File: config.mk
export PLATFORM = sky130hd
export DESIGN_NAME = inst_encoder
export DESIGN_NICKNAME = d
export VERILOG_FILES = /design/src/rtl/inst_encoder.sv
export SDC_FILE = /design/constraint.sdc
export NUM_CORES = 1
export LEC_CHECK = 0
export BUFFER_PORTS_ARGS = -buffer_cell sky130_fd_sc_hd__buf_2
export CAP_MARGIN = 20
export CORE_MARGIN = 1.5
export CORE_UTILIZATION = 40
export DETAILED_ROUTE_END_ITERATION = 6
export PLACE_DENSITY_LB_ADDON = 0.1
export SLEW_MARGIN = 20
export SYNTH_ARGS = -nofsm -noshare
export SYNTH_HDL_FRONTEND = slang
export SYNTH_SLANG_ARGS = --single-unit
File: constraint.sdc
create_clock -name clk -period 5 [get_ports clk]
set_clock_uncertainty 0.2 [all_clocks]
set_input_delay 1 -clock clk [delete_from_list [all_inputs] [get_ports clk]]
set_output_delay 1 -clock clk [all_outputs]
set_load 0.03 [all_outputs]
File: src/rtl/inst_encoder.sv
// ============================================================================
// Module      : inst_encoder
// Description : Packs RV32I fields into instruction words and streams them to
//               instruction memory at consecutive word addresses.
// Revision    : 1.0 - initial release
// ============================================================================
`default_nettype none

module inst_encoder #(
  parameter int ADDR_WIDTH = 8
) (
  input  logic                  clk,
  input  logic                  rst,
  input  logic                  start,
  input  logic [ADDR_WIDTH-1:0] start_addr,
  input  logic                  in_valid,
  output logic                  in_ready,
  input  logic [2:0]            in_format,
  input  logic [6:0]            in_opcode,
  input  logic [4:0]            in_rd,
  input  logic [4:0]            in_rs1,
  input  logic [4:0]            in_rs2,
  input  logic [2:0]            in_funct3,
  input  logic [6:0]            in_funct7,
  input  logic [31:0]           in_imm,
  output logic                  mem_write_en,
  input  logic                  mem_ready,
  output logic [ADDR_WIDTH-1:0] mem_addr,
  output logic [31:0]           mem_data,
  output logic [ADDR_WIDTH:0]   words_written,
  output logic [1:0]            err_flags
);

  localparam logic [2:0] FMT_R = 3'd0;
  localparam logic [2:0] FMT_I = 3'd1;
  localparam logic [2:0] FMT_S = 3'd2;
  localparam logic [2:0] FMT_B = 3'd3;
  localparam logic [2:0] FMT_U = 3'd4;
  localparam logic [2:0] FMT_J = 3'd5;

  localparam logic [ADDR_WIDTH-1:0] ADDR_ONE  = {{(ADDR_WIDTH-1){1'b0}}, 1'b1};
  localparam logic [ADDR_WIDTH:0]   WORDS_ONE = {{ADDR_WIDTH{1'b0}}, 1'b1};

  logic                  out_valid_q, out_valid_d;
  logic [ADDR_WIDTH-1:0] addr_q, addr_d;
  logic [31:0]           data_q, data_d;
  logic [ADDR_WIDTH:0]   words_q, words_d;
  logic [1:0]            err_q, err_d;

  logic        w_fmt_ok;
  logic        w_imm_ok;
  logic [31:0] w_enc;
  logic        w_accept;
  logic        w_fire;

  // Sign-extension checks: the upper immediate bits must be all copies of the
  // format's sign bit for the value to survive the decoder's extension.
  logic w_sx11, w_sx12, w_sx20;
  assign w_sx11 = (&in_imm[31:11]) || !(|in_imm[31:11]);
  assign w_sx12 = (&in_imm[31:12]) || !(|in_imm[31:12]);
  assign w_sx20 = (&in_imm[31:20]) || !(|in_imm[31:20]);

  always_comb begin
    w_enc    = 32'h0;
    w_fmt_ok = 1'b1;
    w_imm_ok = 1'b1;
    case (in_format)
      FMT_R: w_enc = {in_funct7, in_rs2, in_rs1, in_funct3, in_rd, in_opcode};
      FMT_I: begin
        w_enc    = {in_imm[11:0], in_rs1, in_funct3, in_rd, in_opcode};
        w_imm_ok = w_sx11;
      end
      FMT_S: begin
        w_enc    = {in_imm[11:5], in_rs2, in_rs1, in_funct3, in_imm[4:0], in_opcode};
        w_imm_ok = w_sx11;
      end
      FMT_B: begin
        w_enc    = {in_imm[12], in_imm[10:5], in_rs2, in_rs1, in_funct3,
                    in_imm[4:1], in_imm[11], in_opcode};
        w_imm_ok = w_sx12 && !in_imm[0];
      end
      FMT_U: begin
        w_enc    = {in_imm[31:12], in_rd, in_opcode};
        w_imm_ok = !(|in_imm[11:0]);
      end
      FMT_J: begin
        w_enc    = {in_imm[20], in_imm[10:1], in_imm[11], in_imm[19:12], in_rd, in_opcode};
        w_imm_ok = w_sx20 && !in_imm[0];
      end
      default: w_fmt_ok = 1'b0;
    endcase
  end

  assign in_ready = !start && (!out_valid_q || mem_ready);
  assign w_accept = in_valid && in_ready;
  assign w_fire   = out_valid_q && mem_ready;

  always_comb begin
    out_valid_d = out_valid_q;
    addr_d      = addr_q;
    data_d      = data_q;
    words_d     = words_q;
    err_d       = err_q;
    if (start) begin
      out_valid_d = 1'b0;
      addr_d      = start_addr;
      words_d     = '0;
      err_d       = 2'b00;
    end else begin
      if (w_fire) begin
        out_valid_d = 1'b0;
        addr_d      = addr_q + ADDR_ONE;
        if (words_q != '1) begin
          words_d = words_q + WORDS_ONE;
        end
      end
      // Rejected bundles are consumed but leave the output stage untouched.
      if (w_accept) begin
        if (!w_fmt_ok) begin
          err_d[0] = 1'b1;
        end else if (!w_imm_ok) begin
          err_d[1] = 1'b1;
        end else begin
          out_valid_d = 1'b1;
          data_d      = w_enc;
        end
      end
    end
  end

  always_ff @(posedge clk or posedge rst) begin
    if (rst) begin
      out_valid_q <= 1'b0;
      addr_q      <= '0;
      data_q      <= 32'h0;
      words_q     <= '0;
      err_q       <= 2'b00;
    end else begin
      out_valid_q <= out_valid_d;
      addr_q      <= addr_d;
      data_q      <= data_d;
      words_q     <= words_d;
      err_q       <= err_d;
    end
  end

  assign mem_write_en  = out_valid_q;
  assign mem_addr      = addr_q;
  assign mem_data      = data_q;
  assign words_written = words_q;
  assign err_flags     = err_q;

endmodule

`default_nettype wire

# Yosys cells after proc, flatten, opt, wreduce, memory -nomap -nowiden
# Cells that the tools add are included.
# totals
in_bits	80
regBits	52
elab_cells	69
# op_classes
eq_ne	8
n_mux	18
addsub	2
n_bitwise	1
n_reduce_logical	34
# op_table
operator	n
case mux 32 bit (6 select lines)	1
two-way mux 9 bit	3
OR reduction 12 bit	2
AND reduction 21 bit	1
OR reduction 21 bit	1
AND reduction 20 bit	1
OR reduction 20 bit	1
two-way mux 8 bit	2
AND reduction 12 bit	1
adder 9 x 1 -> 9 bit, second input constant	1
two-way mux 1 bit	9
!= test 9 bit, second input constant	1
adder 8 x 1 -> 8 bit, second input constant	1
nonzero test 2 bit	4
logical NOT 1 bit	7
== test 3 x 2 -> 1 bit, second input constant	2
== test 3 bit, second input constant	2
OR reduction 6 bit	1
logical AND 1 bit	5
logical OR 1 bit	4
two-way mux 2 bit	2
!= test 2 bit, second input constant	2
case mux 1 bit (4 select lines)	1
AND reduction 2 bit	2
6 further kinds	6

# Depth between registers and ports, before layout
# depth
depth_word	9
mapped_depth	9
depth_no_buf	9

# Worst setup path after synthesis
# No wires, ideal clock.
# synth_timing
path_type	in2reg
start	input port mem_ready
end	register data_q[10], in the netlist mem_data[10]
arrival_time_ns	2.652
setup_ns	0.125
setup_slack_ns	2.023
path_stages	6
t_required_ns	4.675
path_cell_list	nand2b_1 > nor2b_1 > nand3_1 > a21oi_4 > buf_12 > mux2_4
# synth_between
elab_chain_cells	4
# synth_lines
item	line	rtl
start, declared	27	input logic mem_ready,
logical OR 1 bit	94	assign in_ready = !start && (!out_valid_q || mem_ready);
logical AND 1 bit	94	
net in_ready	17	output logic in_ready,
logical AND 1 bit	95	assign w_accept = in_valid && in_ready;
AND reduction 4 bit (no source line)	n/a	
end signal, assigned	141	data_q <= data_d;
end, declared	46	logic [31:0] data_q, data_d;
# The timed path passes the listed nets, and every way through them passes these cells.
# A chain may end at the register's enable or synchronous reset.

# Final worst setup path
# layout_timing
start	input port in_format[1]
end	register data_q[28], in the netlist mem_data[28]
# layout_between
elab_chain_cells	4
# layout_lines
item	line	rtl
start, declared	18	input logic [2:0] in_format,
== test 3 x 2 -> 1 bit, or another cell as far along	67	case (in_format)
OR reduction 2 bit (no source line) or OR reduction 6 bit (tied branches)	n/a	
case mux 1 bit (4 select lines) or two-way mux 1 bit (tied branches)	67	
AND reduction 4 bit (no source line)	n/a	
# Parallel ways exist; a longest one is shown, timed or not.

==> Flow_metrics.wiki <==
{| class="wikitable"
! Metric !! Value
|-
| Vias || 2640
|-
| Simple-Gate Fraction of Synth Area || 0.1377
|-
| Total Wirelength || between 7 and 8 mm
|-
| Vias/cell || 5.238
|-
| Total nets after synthesis || 360
|-
| Synth Area in Adders || 0.01225
|-
| Die outline area || slightly above 8000 sq um
|-
| Initial standard-cell utilization of the core || 0.4178
|-
| Maximum capacitance violations || 0
|-
| Number of diodes added for antenna fixing || 0
|-
| Worst max-slew margin expressed relative to the limit || 0.5518
|-
| Number of max-slew violations in the final report || 0
|-
| Switching fraction of total power || 0.3735
|-
| Clk sinks || 52
|-
| Fmax || around 330 MHz
|-
| Master of the slowest instance on the critical path || buf_2
|-
| Number of cells in the design after placement || 496
|-
| FILL cells || roughly 720
|-
| Number of DRC markers in iteration 0 || around 140
|-
| Area of the placeable core || 7331 sq um
|-
| Status || completed
|-
| Total count of hold-check failures in the final report || 0
|-
| Internal power || 794.2 uW
|-
| Seq/Total Area, Yosys || 0.4248
|-
| Number of nets still failing antenna checks after routing || 0
|-
| Post-Syn Area per Cell || approximately 11 sq um
|-
| Crit Path Class || input port to flop
|-
| Port buffer count || roughly 130
|-
| Placer's final routability congestion estimate || between 0.8 and 0.9
|-
| Synthesis-to-layout area growth || 25.69%
|-
| Clock latency at the later pin of the worst-skew pair || 0.31 ns
|-
| Length in cells of the worst reg-to-reg path || 9
|-
| Antenna violations before repair || 0
|-
| HPWL after detailed placement || around 5.7 mm
|-
| Final std cells w/o fill || roughly 500
|-
| Buffers inserted by post-CTS timing repair || 0
|-
| Post-synthesis share of cell area spent on xor and xnor gates || 0.04289
|-
| Cells taking the most area after synthesis || dfrtp_1 42%, mux2_4 14%, a22oi_1 4.2%
|-
| Number of synthesis warnings || 0
|-
| Number of setup violations in the final report || 0
|-
| Delay contributed by the slowest stage of the critical path || roughly 0.48 ns
|-
| Worst-case register-to-register setup slack || between 2 and 3 ns
|-
| Power after layout || approximately 1300 uW
|-
| Cell with the most instances after synthesis || dfrtp_1
|-
| Static leakage || 0.001876 uW
|-
| Vias in the first global route || about 2600
|-
| Clock network power share || 0.191
|-
| Cell depth of the worst hold path || 2
|-
| Combined buffer and inverter count along the critical path || 2
|-
| Ys flop type || dfrtp_1
|-
| First-pass GRT wire length || about 13 mm
|-
| Startpoint of the lowest-slack register-to-register path || words_written[0]
|-
| Power per Cell Area || between 300 and 400 nW/um^2
|-
| Number of top-level design ports || between 100 and 150
|-
| Maximum number of pins on one net before global-route repair || between 50 and 60
|-
| Mux share of post-synthesis cell area || 0.1916
|-
| Main combinational cell family by area after synthesis || multiplexers
|-
| Clock-pin slew reported for the worst setup and hold paths after clock tree synthesis || around 0.10 ns
|-
| Setup repair after global routing missed its margin || false
|-
| Die width || 90.51 um
|-
| Startpoint of the tightest hold check path || err_flags[0]
|-
| Mean routed wirelength per cell || approximately 15 um
|-
| Worst-path cell chain || buf_2, and2b_2, a21oi_1, a32oi_4, a21oi_4, buf_4, mux2_2
|-
| Portion of total power attributed to sequential cells || 0.430
|-
| Family with the most delay on the worst path || buffers and inverters
|-
| Fraction of synthesis flops using an asynchronous set or reset pin || 1.000
|-
| Overall overflow remaining after global route || 0
|-
| Fraction of layout instances using a drive strength above 1 || 0.4716
|-
| Ranking of synthesized cells by instance count || 52 x dfrtp_1, 29 x mux2_4, 24 x nand2_1
|-
| Post-synthesis cell area || between 3000 and 4000 sq um
|-
| Register bit count reported by yosys || 52
|-
| Hold Crit Class || flop to flop
|-
| Crit path time final || 3.003 ns
|-
| CP endpoint kind || flop
|-
| Count of unresolved DRC violations after routing || 0
|-
| Combined global-route utilization of all metal layers || 0.1898
|-
| Category of the worst setup path launch point || input port
|-
| Placement row count || 31
|-
| Comb power frac || 0.379
|-
| Router iterations before antenna repair || 4
|-
| Count of different cell masters after synthesis || 40
|-
| Post-Route Setup TNS || 0 ns
|-
| Max rail drop VDD || roughly 180 uV
|-
| Number of buffers added to fix hold violations after cts || 0
|-
| Number of enable flip-flop cells after synthesis || 0
|-
| Deepest clock path buffer count || 2
|-
| H-Tree Level Count || 2
|-
| Resize count post-CTS || 0
|-
| Worst path required time || 4.99 ns
|-
| End of the worst register-to-register path || words_written[5]
|-
| Synth Area in Compound Gates || 0.1450
|-
| Count of mapped cells out of synthesis || 277
|-
| Area share of the leading cell type in the synthesized netlist || 0.4248
|-
| Arrival time at the worst endpoint || 3.00 ns
|-
| Largest area contributor in the synthesized netlist || dfrtp_1
|-
| Final layout net count || a little under 500
|-
| End point of the most critical hold path || err_flags[0]
|-
| Cell at the root of the clock tree || clkbuf_8
|-
| Vertical die dimension || ~90 um
|-
| Cts bufs inserted || 5
|-
| TritonCTS clock tree || yes
|-
| Period utilisation layout || 0.6006
|-
| Maximum net fanout on the critical path || 32
|-
| Actual transition at the worst max-transition pin || around 0.67 ns
|-
| Switch Pwr || 473.5 uW
|}
layout by cell type (no fill, tap or decap), types with 3 or more instances in the layout:
master / netlist / final
buf_2: 1 / 132
dfrtp_1: 52 / 52
mux2_4: 29 / 29
nand2_1: 24 / 24
nor2_1: 18 / 18
a22oi_1: 17 / 17
o21ai_0: 16 / 16
xor2_1: 10 / 10
nand4_1: 9 / 9
o22ai_1: 9 / 9
mux2_2: 9 / 9
nand3_1: 7 / 7
inv_1: 8 / 7
xnor2_1: 5 / 5
mux2i_1: 5 / 5
a22o_1: 5 / 5
clkbuf_8: 0 / 5
a21oi_1: 4 / 4
nor4_2: 4 / 4
nor4_1: 4 / 4
nor3_1: 3 / 3
a31oi_1: 3 / 3
ha_1: 3 / 3
buf_4: 1 / 3
logic make-up (layout without fill, tap and decap cells):
kind of cell	after synthesis	in the layout
fa+ha+maj	3	3
buf+inv	23	151
compound gates	61	61
mux	43	43
flops	52	52
xor+xnor	15	15
simple gates	80	80
layout make-up:
cell class              count  area, sq um  area share
inverters                   8        30.03    0.007800
clock inverters             3        21.27    0.005525
clock buffers               5        68.82     0.01787
flip-flops and latches     52         1301      0.3380
well taps                  99        123.9     0.03217
repair buffers            135        683.2      0.1774
multi-input cells         202         1622      0.4212
worst max-delay path by stage:
stage,to,cells after the start,slack [ns],from
3_5_place_dp,mem_data[29],7,1.68,in_format[1]
6_report,mem_data[28],7,2.00,in_format[1]
3_3_place_gp,mem_data[29],7,1.70,in_format[1]
5_1_grt,mem_data[28],7,1.87,in_format[1]
4_1_cts,mem_data[28],7,2.01,in_format[1]
2_1_floorplan,mem_data[10],6,2.02,mem_ready
power by group through the flow:
stage / Combinational, uW / Clock, uW / Sequential (uW)
2_1_floorplan: 176 / 0 / 708
3_3_place_gp: 477 / 0 / 555
3_5_place_dp: 483 / 0 / 553
4_1_cts: 484 / 252 / 547
5_1_grt: 511 / 274 / 559
6_report: 480 / 242 / 545
registers in the layout, indices dropped and copies added (netlist names):
name	count
err_flags	2
mem_addr	8
mem_data	32
mem_write_en	1
words_written	9
stage by stage:
stage / util / area (sq um) / worst slack (ns) / hold WS [ns]
CTS: 0.5252 / 3850 / 2.006 / 0.3068
finish: 0.5252 / 3850 / 1.997 / 0.2984
global route: 0.5252 / 3850 / 1.866 / 0.3277
global placement: 0.5129 / 3760 / 1.697 / 0.2833
floorplan: - / 3063 / 2.023 / 0.4693
detailed placement: 0.5129 / 3760 / 1.676 / 0.2817
per-layer routing:
layer | part of all wire | GRT usage
met5 | 0 | 0
met4 | 0.0093 | 0.04894
met3 | 0.066 | 0.05051
met2 | 0.46 | 0.3070
met1 | 0.46 | 0.2509
tightest hold or removal path: cells and delay by family, from the launching register on:
kind	cells	cell delay, ns
and+or+nand+nor	1	0.07
AOI/OAI and AO/OA	1	0.05
DFF	1	0.35
No activity file was read; power rests on OpenSTA's default activity.
